File: config.mk
export PLATFORM = sky130hd
export DESIGN_NAME = cvxif_commit_result_buffer
export DESIGN_NICKNAME = d
export VERILOG_FILES = /design/src/rtl/cvxif_commit_result_buffer.sv
export SDC_FILE = /design/constraint.sdc
export NUM_CORES = 1
export LEC_CHECK = 0
export CAP_MARGIN = 20
export CELL_PAD_IN_SITES_DETAIL_PLACEMENT = 1
export CELL_PAD_IN_SITES_GLOBAL_PLACEMENT = 1
export CORE_MARGIN = 5
export CORE_UTILIZATION = 44
export CTS_CLUSTER_DIAMETER = 60
export DETAILED_ROUTE_END_ITERATION = 10
export GPL_TIMING_DRIVEN = 0
export PLACE_DENSITY = 0.89
export RECOVER_POWER = 100
export SLEW_MARGIN = 20
export SYNTH_ARGS = -nofsm -noshare
export SYNTH_HDL_FRONTEND = slang
export SYNTH_SLANG_ARGS = --single-unit
File: constraint.sdc
create_clock -name clk -period 3.4 [get_ports clk]
set_input_delay 0.85 -clock clk [delete_from_list [all_inputs] [get_ports clk]]
set_output_delay 0.85 -clock clk [all_outputs]
set_load 0.05 [all_outputs]
File: src/rtl/cvxif_commit_result_buffer.sv
// In-order commit/result buffer for the coprocessor side of the CoreV-X-Interface.
// Holds issued instructions with precomputed results until commit or kill, then retires them in issue order.
module cvxif_commit_result_buffer #(
  parameter int X_ID_WIDTH = 4,
  parameter int X_RFW      = 32,
  parameter int DEPTH      = 4
) (
  input  logic                    clk,
  input  logic                    reset_n,
  input  logic                    issue_valid,
  output logic                    issue_ready,
  input  logic [X_ID_WIDTH-1:0]   issue_id,
  input  logic [4:0]              issue_rd,
  input  logic                    issue_we,
  input  logic [X_RFW-1:0]        issue_data,
  input  logic                    commit_valid,
  input  logic [X_ID_WIDTH-1:0]   commit_id,
  input  logic                    commit_kill,
  output logic                    result_valid,
  input  logic                    result_ready,
  output logic [X_ID_WIDTH-1:0]   result_id,
  output logic [4:0]              result_rd,
  output logic                    result_we,
  output logic [X_RFW-1:0]        result_data,
  output logic [$clog2(DEPTH):0]  occupancy,
  output logic                    err_unknown_commit,
  output logic                    err_dup_id
);

  localparam int PW = $clog2(DEPTH);
  localparam int CW = PW + 1;

  typedef enum logic [1:0] {
    ST_FREE      = 2'd0,
    ST_PENDING   = 2'd1,
    ST_COMMITTED = 2'd2,
    ST_KILLED    = 2'd3
  } ent_state_e;

  ent_state_e            r_state [DEPTH];
  logic [X_ID_WIDTH-1:0] r_id    [DEPTH];
  logic [4:0]            r_rd    [DEPTH];
  logic                  r_we    [DEPTH];
  logic [X_RFW-1:0]      r_data  [DEPTH];

  logic [PW-1:0] r_head;
  logic [PW-1:0] r_tail;
  logic [CW-1:0] r_count;
  logic          r_issue_ready;
  logic          r_err_unknown;
  logic          r_err_dup;

  logic [DEPTH-1:0] w_pend_match;
  logic [DEPTH-1:0] w_dup_hit;
  logic [DEPTH-1:0] w_age_match;
  logic             w_found;
  logic [PW-1:0]    w_hit_idx;
  logic             w_issue_fire;
  logic             w_commit_new;
  logic             w_retire;
  logic             w_head_committed;
  logic             w_head_killed;
  logic [CW-1:0]    w_count_next;
  ent_state_e       w_commit_state;

  // Per-entry comparators; w_age_match reorders the pending matches oldest-first starting at head.
  generate
    for (genvar gi = 0; gi < DEPTH; gi++) begin : g_ent
      assign w_pend_match[gi] = (r_state[gi] == ST_PENDING) && (r_id[gi] == commit_id);
      assign w_dup_hit[gi]    = (r_state[gi] != ST_FREE) && (r_id[gi] == issue_id);
      assign w_age_match[gi]  = w_pend_match[r_head + PW'(gi)];
    end
  endgenerate

  always_comb begin
    w_found   = 1'b0;
    w_hit_idx = '0;
    for (int k = DEPTH - 1; k >= 0; k--) begin
      if (w_age_match[k]) begin
        w_found   = 1'b1;
        w_hit_idx = r_head + PW'(k);
      end
    end
  end

  assign w_issue_fire     = issue_valid && r_issue_ready;
  // A same-cycle commit may target the entry being written only if no older pending entry claims it.
  assign w_commit_new     = commit_valid && !w_found && w_issue_fire && (issue_id == commit_id);
  assign w_commit_state   = commit_kill ? ST_KILLED : ST_COMMITTED;
  assign w_head_committed = (r_state[r_head] == ST_COMMITTED);
  assign w_head_killed    = (r_state[r_head] == ST_KILLED);
  assign w_retire         = w_head_killed || (w_head_committed && result_ready);

  always_comb begin
    w_count_next = r_count;
    case ({w_issue_fire, w_retire})
      2'b10:   w_count_next = r_count + CW'(1);
      2'b01:   w_count_next = r_count - CW'(1);
      default: w_count_next = r_count;
    endcase
  end

  always_ff @(posedge clk or negedge reset_n) begin
    if (!reset_n) begin
      for (int i = 0; i < DEPTH; i++) begin
        r_state[i] <= ST_FREE;
        r_id[i]    <= '0;
        r_rd[i]    <= '0;
        r_we[i]    <= 1'b0;
        r_data[i]  <= '0;
      end
      r_head        <= '0;
      r_tail        <= '0;
      r_count       <= '0;
      r_issue_ready <= 1'b0;
      r_err_unknown <= 1'b0;
      r_err_dup     <= 1'b0;
    end else begin
      // Retiring head, matched pending entry and the free tail slot are always distinct entries.
      if (w_retire) begin
        r_state[r_head] <= ST_FREE;
        r_head          <= r_head + PW'(1);
      end
      if (commit_valid && w_found) begin
        r_state[w_hit_idx] <= w_commit_state;
      end
      if (w_issue_fire) begin
        r_state[r_tail] <= w_commit_new ? w_commit_state : ST_PENDING;
        r_id[r_tail]    <= issue_id;
        r_rd[r_tail]    <= issue_rd;
        r_we[r_tail]    <= issue_we;
        r_data[r_tail]  <= issue_data;
        r_tail          <= r_tail + PW'(1);
      end
      r_count       <= w_count_next;
      r_issue_ready <= (w_count_next != CW'(DEPTH));
      r_err_unknown <= commit_valid && !w_found && !w_commit_new;
      r_err_dup     <= w_issue_fire && (|w_dup_hit);
    end
  end

  assign issue_ready        = r_issue_ready;
  assign result_valid       = w_head_committed;
  assign result_id          = r_id[r_head];
  assign result_rd          = r_rd[r_head];
  assign result_we          = r_we[r_head];
  assign result_data        = r_data[r_head];
  assign occupancy          = r_count;
  assign err_unknown_commit = r_err_unknown;
  assign err_dup_id         = r_err_dup;

endmodule
==> key figures, run 1 <==
Status
  – Status: complete, but fails checks
  – Violated checks: capacitance limit, slew limit

Global routing
  – Largest net degree at the start of global routing: 100
  – Vias in the first global route: 8047
  – First-pass GRT wire length: 44.1 mm
  – Grt total ovfl: 0
  – Antenna violations before repair: 0
  – Total global routing track utilization: 23.8%

Critical path
  – Kind of critical path: register to primary output
  – Startpoint of the worst-slack reg-to-reg timing path: r_head[1]
  – Reg2Reg Depth: 10
  – Data required time of the critical path: 2550 ps
  – Worst-path maximum fanout: 10
  – Element type at the critical path start: register
  – R2R setup slack: 200 ps
  – RR Endpoint: r_state[0]
  – Setup crit end kind: primary output
  – Critical path arrival: 2430 ps

Synth
  – Synth area leaders: dfrtp_1 (52%), nand2_1 (16%), mux4_2 (11%), mux2_2 (5.4%), xor2_1 (2.0%)
  – Fraction of synthesis flops using an asynchronous set or reset pin: 100%
  – Proportion of synthesized area in mux cells: 16.7%
  – Dominant combinational cell family by area after synthesis: simple AND/OR/NAND/NOR gates
  – Number of flops mapped to enable cells by yosys: 0
  – Post-synthesis cell type with the largest combined area: dfrtp_1
  – Area share of the largest cell type after synthesis: 52.0%
  – Synthesis warning total: 0
  – Adder-Cell Fraction of Synth Area: 1.48%
  – Fraction of the mapped netlist area in compound gates: 3.47%
  – Sequential cell area fraction in the yosys report: 52.0%
  – Fraction of the mapped netlist area in simple logic gates: 20.2%
  – XOR/XNOR share of the synthesized area: 3.13%
  – Instance count of the mapped netlist: 875
  – Per-instance average area after synthesis: 10.2 um^2
  – Post-synthesis net count: 937
  – Number of different library cells in the post-synthesis netlist: 50
  – Combined area of all synthesized cells: 8950 um^2
  – Leading register cell type out of synthesis: dfrtp_1
  – Number of storage elements in the synthesis netlist: 186

Finish
  – Count of inserted antenna diode cells: 0
  – Most frequent standard cell in the layout excluding fill and tap cells: nand2_1
  – Final instance area: 10800 um^2
  – Synth-to-Final Area Change: 21.1%
  – Commonest cells after routing, fill and taps aside: nand2_1 (389), dfrtp_1 (185), mux4_2 (44)
  – Share of layout cells above drive strength 1: 13.6%
  – Total Nets Final: 1048
  – Final core area utilization: 53.9%

Timing
  – Max-slew headroom at the worst pin: -52.1%
  – Actual slew at the worst max-slew pin: 2280 ps
  – Post-Route Setup TNS: 0 ps
  – Count of final max-slew check failures: 88
  – Share of the cycle needed by the critical path after routing: 96.5%
  – Final hold slack: 474 ps
  – Finish-stage setup viols: 0
  – Total count of hold-check failures in the final report: 0
  – Clock tree skew after final layout: 6.94 ps
  – RSZ-0062 raised after global routing: no
  – Achievable clock frequency: 0.305 GHz
  – Final Critical Period: 3280 ps

Floorplanning
  – Y dimension of the die: 153 um
  – Total die area: 23300 um^2
  – Starting utilization of the core area: 44.5%
  – Die Width: 153 um
  – Top-level I/O count: 101
  – Number of cell rows: 52
  – Placeable core region: 20100 um^2

Place
  – Instance area after placement: 10200 um^2
  – DP HPWL: 18.6 mm
  – Weighted congestion at the end of routability-driven global placement: 0.823
  – Number of port buffers: 91

Clock tree
  – TritonCTS clock tree: done
  – Clk pin slew, worst setup/hold paths: 70 ps
  – Clock latency of the later-clocked register in the worst-skew pair: 430 ps
  – Depth of the CTS H-tree: 4
  – CTS root buffer: clkbuf_16
  – Number of buffers on the longest clock path: 2
  – Setup repair bufs after CTS: 0
  – Sink Count: 186
  – Clock buffer count from CTS: 17

Pwr
  – Leakage component of the power: 5.16 nW
  – Power density relative to cell area: 1170 nW/um^2
  – Final Total Pwr: 12.7 mW
  – Max IR drop VDD: 0.640 mV

Routing
  – DRT iter0 DRCs: 452
  – Detailed-route DRC error count: 0
  – Via density per instance: 5.56
  – Wire length per cell: 21.3 um
  – Total wire length after detailed routing: 27.0 mm
  – Pre-Repair DR Iteration Count: 5
  – DRT antenna net count: 0
  – DR vias: 7050

Flow run
  – Number of max-cap violations: 1

Min path
  – Startpoint of the most critical hold path: r_data[61]
  – Hold endpoint: r_data[61]
  – Class of the tightest hold or removal check: register to register
  – Worst hold path depth: 2
synth_stat cells, drive strengths merged, types with 2 or more instances:
library cell,count
dfrtp,186
nand3,7
o2111ai,2
nor3,8
nand2b,7
ha,9
a21oi,7
mux4,44
nor3b,2
a211oi,2
xor2,20
xnor2,12
mux2,43
o2111a,2
mux2i,2
nor2,10
a222oi,2
a221oi,3
a22oi,2
and3,6
o21ai,12
inv,12
nor4,6
buf,8
nand2,389
and2,4
nor2b,7
clkbuf,46
power breakdown:
group,total (mW),switching [mW],internal [mW]
clock,2.12,0.856,1.26
sequential,4.03,0.759,3.27
combinational,6.57,4.18,2.40
total,12.7,5.79,6.93
metal layers:
layer | GRT usage [%] | share of wire (%) | vias up
li1 | - | - | 3117
met1 | 29.5 | 40 | 3687
met2 | 42.0 | 53 | 196
met3 | 4.37 | 5.0 | 50
met4 | 8.10 | 2.5 | 0
met5 | 0 | 0 | -
through the flow:
| step | setup slack [ps] | instances |
|---|---|---|
| after floorplan | 490 | 875 |
| after global placement | -6400 | 1236 |
| after detailed placement | -652 | 1237 |
| after CTS | 8.90 | 1267 |
| after global routing | 38.4 | 1267 |
| final | 118 | 1267 |
worst max-delay path, stage by stage (launching register included):
cell and delay, ps:
dfrtp_2 450, clkbuf_4 270, clkbuf_8 260, mux4_2 570, dlygate4sd2_1 450
cell type report:
cell class,count,area [um^2]
fillers,2203,9270
flip-flops and latches,186,4660
multi-input cells,623,4020
repair buffers,92,878
clock buffers,19,453
well taps,270,338
plain buffers,54,280
clock inverters,11,168
inverters,12,45.0
what timing repair did:
| item | 4_1_cts | 5_1_grt |
|---|---|---|
| gates resized for setup | 60 | 10 |
| setup endpoints to repair | 50 | 40 |
| gates cloned | 0 | 0 |
| hold buffers | 0 | 0 |
| endpoints found under the hold margin | 0 | 0 |
worst max path at each step:
| stage | cells after the start | end | startpoint |
|---|---|---|---|
| final | 4 | result_data[26] | r_head[0] |
| after detailed placement | 4 | result_data[3] | r_head[0] |
| after floorplan | 3 | result_data[0] | r_head[0] |
| after global routing | 4 | result_data[26] | r_head[0] |
| after global placement | 1 | r_data[48] | reset_n |
| after CTS | 4 | result_rd[4] | r_head[0] |
cells by family (layout without fill, tap and decap cells):
| family | Yosys count | after routing |
|---|---|---|
| fa+ha+maj | 10 | 10 |
| buf+inv | 66 | 188 |
| simple gates | 449 | 449 |
| compound gates | 43 | 43 |
| flops | 186 | 186 |
| xor+xnor | 32 | 32 |
| mux | 89 | 89 |
flip-flops by register name, indices dropped and copies added (netlist names):
signal              cells
r_data                128
r_rd                   20
r_id                   16
r_state                 8
r_we                    4
occupancy               3
r_head                  2
r_tail                  2
err_dup_id              1
err_unknown_commit      1
issue_ready             1
Power figures use the tool's default switching activity.
==> run 2: changes to the inputs <==
==> constraint.sdc (replaced) <==
create_clock -name clk -period 3.1 [get_ports clk]
set_input_delay 0.775 -clock clk [delete_from_list [all_inputs] [get_ports clk]]
set_output_delay 0.775 -clock clk [all_outputs]
set_load 0.05 [all_outputs]
==> key figures, run 2 (synthesis gave the netlist of run 1 again) <==
Clock tree
  – Setup repair bufs after CTS: 0 (unchanged)
  – Hold buffers post-CTS: 0 (unchanged)
  – Clock latency of the later-clocked register in the worst-skew pair: 430 ps (about the same)
  – TritonCTS clock tree: done
  – Depth of the CTS H-tree: 4 (unchanged)
  – CTS root buffer: clkbuf_16
  – Clk pin slew, worst setup/hold paths: 70 ps (about the same)
  – Clock buffer count from CTS: 17 (unchanged)
  – Sink Count: 186 (unchanged)
  – Number of buffers on the longest clock path: 2 (unchanged)

Finish
  – Synth-to-Final Area Change: 19.8%
  – Non-Filler Instances: 1267 (unchanged)
  – Share of layout cells above drive strength 1: 17.8% (+4.1 points)
  – Final instance area: 10700 um^2 (-1.1%)
  – Max FFs per register: 128 (unchanged)
  – Commonest cells after routing, fill and taps aside: nand2_1 (389), dfrtp_1 (184), mux4_2 (44)
  – Largest registers: r_data (128), r_rd (20), r_id (16)
  – Count of inserted antenna diode cells: 0 (unchanged)
  – Most frequent standard cell in the layout excluding fill and tap cells: nand2_1
  – Total Nets Final: 1048 (unchanged)
  – Top register by number of flip-flops: r_data

Routing
  – Via density per instance: 5.59 (+0.45%)
  – DRT antenna net count: 0 (unchanged)
  – Pre-Repair DR Iteration Count: 5 (unchanged)
  – Detailed-route DRC error count: 0 (unchanged)
  – Total wire length after detailed routing: 27.2 mm (+0.65%)
  – DRT iter0 DRCs: 410 (-9.3%)
  – Wire length per cell: 21.5 um (+0.65%)
  – DR vias: 7082 (+0.45%)

Place
  – Number of port buffers: 91 (unchanged)
  – Weighted congestion at the end of routability-driven global placement: 0.823 (unchanged)
  – Cell total after placement: 1237 (unchanged)
  – Minimum setup slack after placement: -877 ps (-225 ps)
  – DP HPWL: 18.6 mm (unchanged)
  – Instance area after placement: 10200 um^2 (unchanged)

Status
  – Violated checks: capacitance limit, slew limit
  – Status: complete, but fails checks

Timing
  – Achievable clock frequency: 0.333 GHz
  – Max-slew headroom at the worst pin: -52.5% (-0.35 points)
  – Final Critical Period: 3000 ps
  – Setup WS post-layout: 95.7 ps (-22.3 ps)
  – Total count of hold-check failures in the final report: 0 (unchanged)
  – Count of final max-slew check failures: 88 (unchanged)
  – Final hold slack: 472 ps (-2.30 ps)
  – Finish-stage setup viols: 0 (unchanged)
  – RSZ-0062 raised after global routing: no
  – Share of the cycle needed by the critical path after routing: 96.9%
  – Clock tree skew after final layout: 9.11 ps (+2.16 ps)
  – Actual slew at the worst max-slew pin: 2290 ps (+5.27 ps)

Critical path
  – Kind of critical path: register to primary output
  – Critical path arrival: 2230 ps (-200 ps)
  – Element type at the critical path start: register
  – Worst-path maximum fanout: 10 (unchanged)
  – Setup crit end kind: primary output
  – Data required time of the critical path: 2320 ps (-230 ps)
  – R2R setup slack: 120 ps (-80 ps)

Pwr
  – Final Total Pwr: 13.9 mW (+9.3%)
  – Leakage component of the power: 5.10 nW (-1.2%)
  – Max IR drop VDD: 0.709 mV (+11%)
  – Power density relative to cell area: 1300 nW/um^2 (+10%)

Floorplanning
  – Top-level I/O count: 101 (unchanged)
  – Total die area: 23300 um^2 (unchanged)
  – Number of cell rows: 52 (unchanged)
  – Starting utilization of the core area: 44.5% (unchanged)
  – Placeable core region: 20100 um^2 (unchanged)
  – Y dimension of the die: 153 um (unchanged)
  – Die Width: 153 um (unchanged)

Global routing
  – Largest net degree at the start of global routing: 100 (unchanged)
  – Antenna violations before repair: 1 (+1)
  – Vias in the first global route: 8063 (+0.20%)
  – Grt total ovfl: 0 (unchanged)
  – First-pass GRT wire length: 44.3 mm (+0.42%)
  – Total global routing track utilization: 23.9% (+0.12 points)

Flow run
  – Number of max-cap violations: 1 (unchanged)

Min path
  – Class of the tightest hold or removal check: register to register
==> run 2: cell count changes in the layout (fill, tap and decap cells not counted), moves of 2 or more <==
cell	before	now
buf_4	0	2
dlygate4sd2_1	40	4
dlygate4sd3_1	8	6
buf_2	1	7
clkbuf_2	4	33
clkdlybuf4s15_2	0	2
==> run 2: final timing paths <==
check,depth (start not counted),startpoint,endpoint
worst max register to register,9,r_head[1],r_state[4]
max in group asynchronous,1,reset_n,r_head[1]
worst min register to register,2,r_we[1],r_we[1]
worst max-delay path,4,r_head[0],result_rd[4]
worst min-delay path,2,r_we[1],r_we[1]
min in group asynchronous,1,reset_n,r_id[9]
==> run 2: layer usage <==
layer	share of wire [%]	vias up	track usage, %
met4	3.1	2	8.27
met3	4.6	61	4.43
li1	-	3117	-
met5	0.026	-	0
met1	40	3699	29.6
met2	52	203	42.2
==> run 2: report_power, final <==
group / internal [mW] / switching, mW
Clock: 1.39 / 0.944
Combinational: 2.53 / 4.62
Sequential: 3.59 / 0.834
==> run 2: timing repair <==
| item | 4_1_cts | 5_1_grt |
|---|---|---|
| endpoints found under the setup margin | 51 | 30 |
| pin swaps | 1 | 0 |
| resized for setup | 178 | 50 |
| cloned | 0 | 0 |
==> run 2: final cells by class <==
class | instances | area (um^2)
plain buffers | 54 | 290
fillers | 2215 | 9390
inverters | 12 | 45.0
flip-flops and latches | 186 | 4660
clock buffers | 19 | 453
clock inverters | 11 | 168
repair buffers | 92 | 741
well taps | 270 | 338
multi-input cells | 623 | 4030
==> run 2: stage by stage <==
step                setup TNS [ps]  utilization (%)
floorplan                        0                -
global placement          -1264180             50.7
detailed placement          -37330             50.9
CTS                           -118             54.0
global route                     0             53.3
finish                           0             53.3
==> run 2: worst max-delay path: stages (launching register included) <==
cell and delay [ps]:
dfrtp_2 460, buf_4 240, clkbuf_8 250, mux4_2 570
clkbuf_2 270
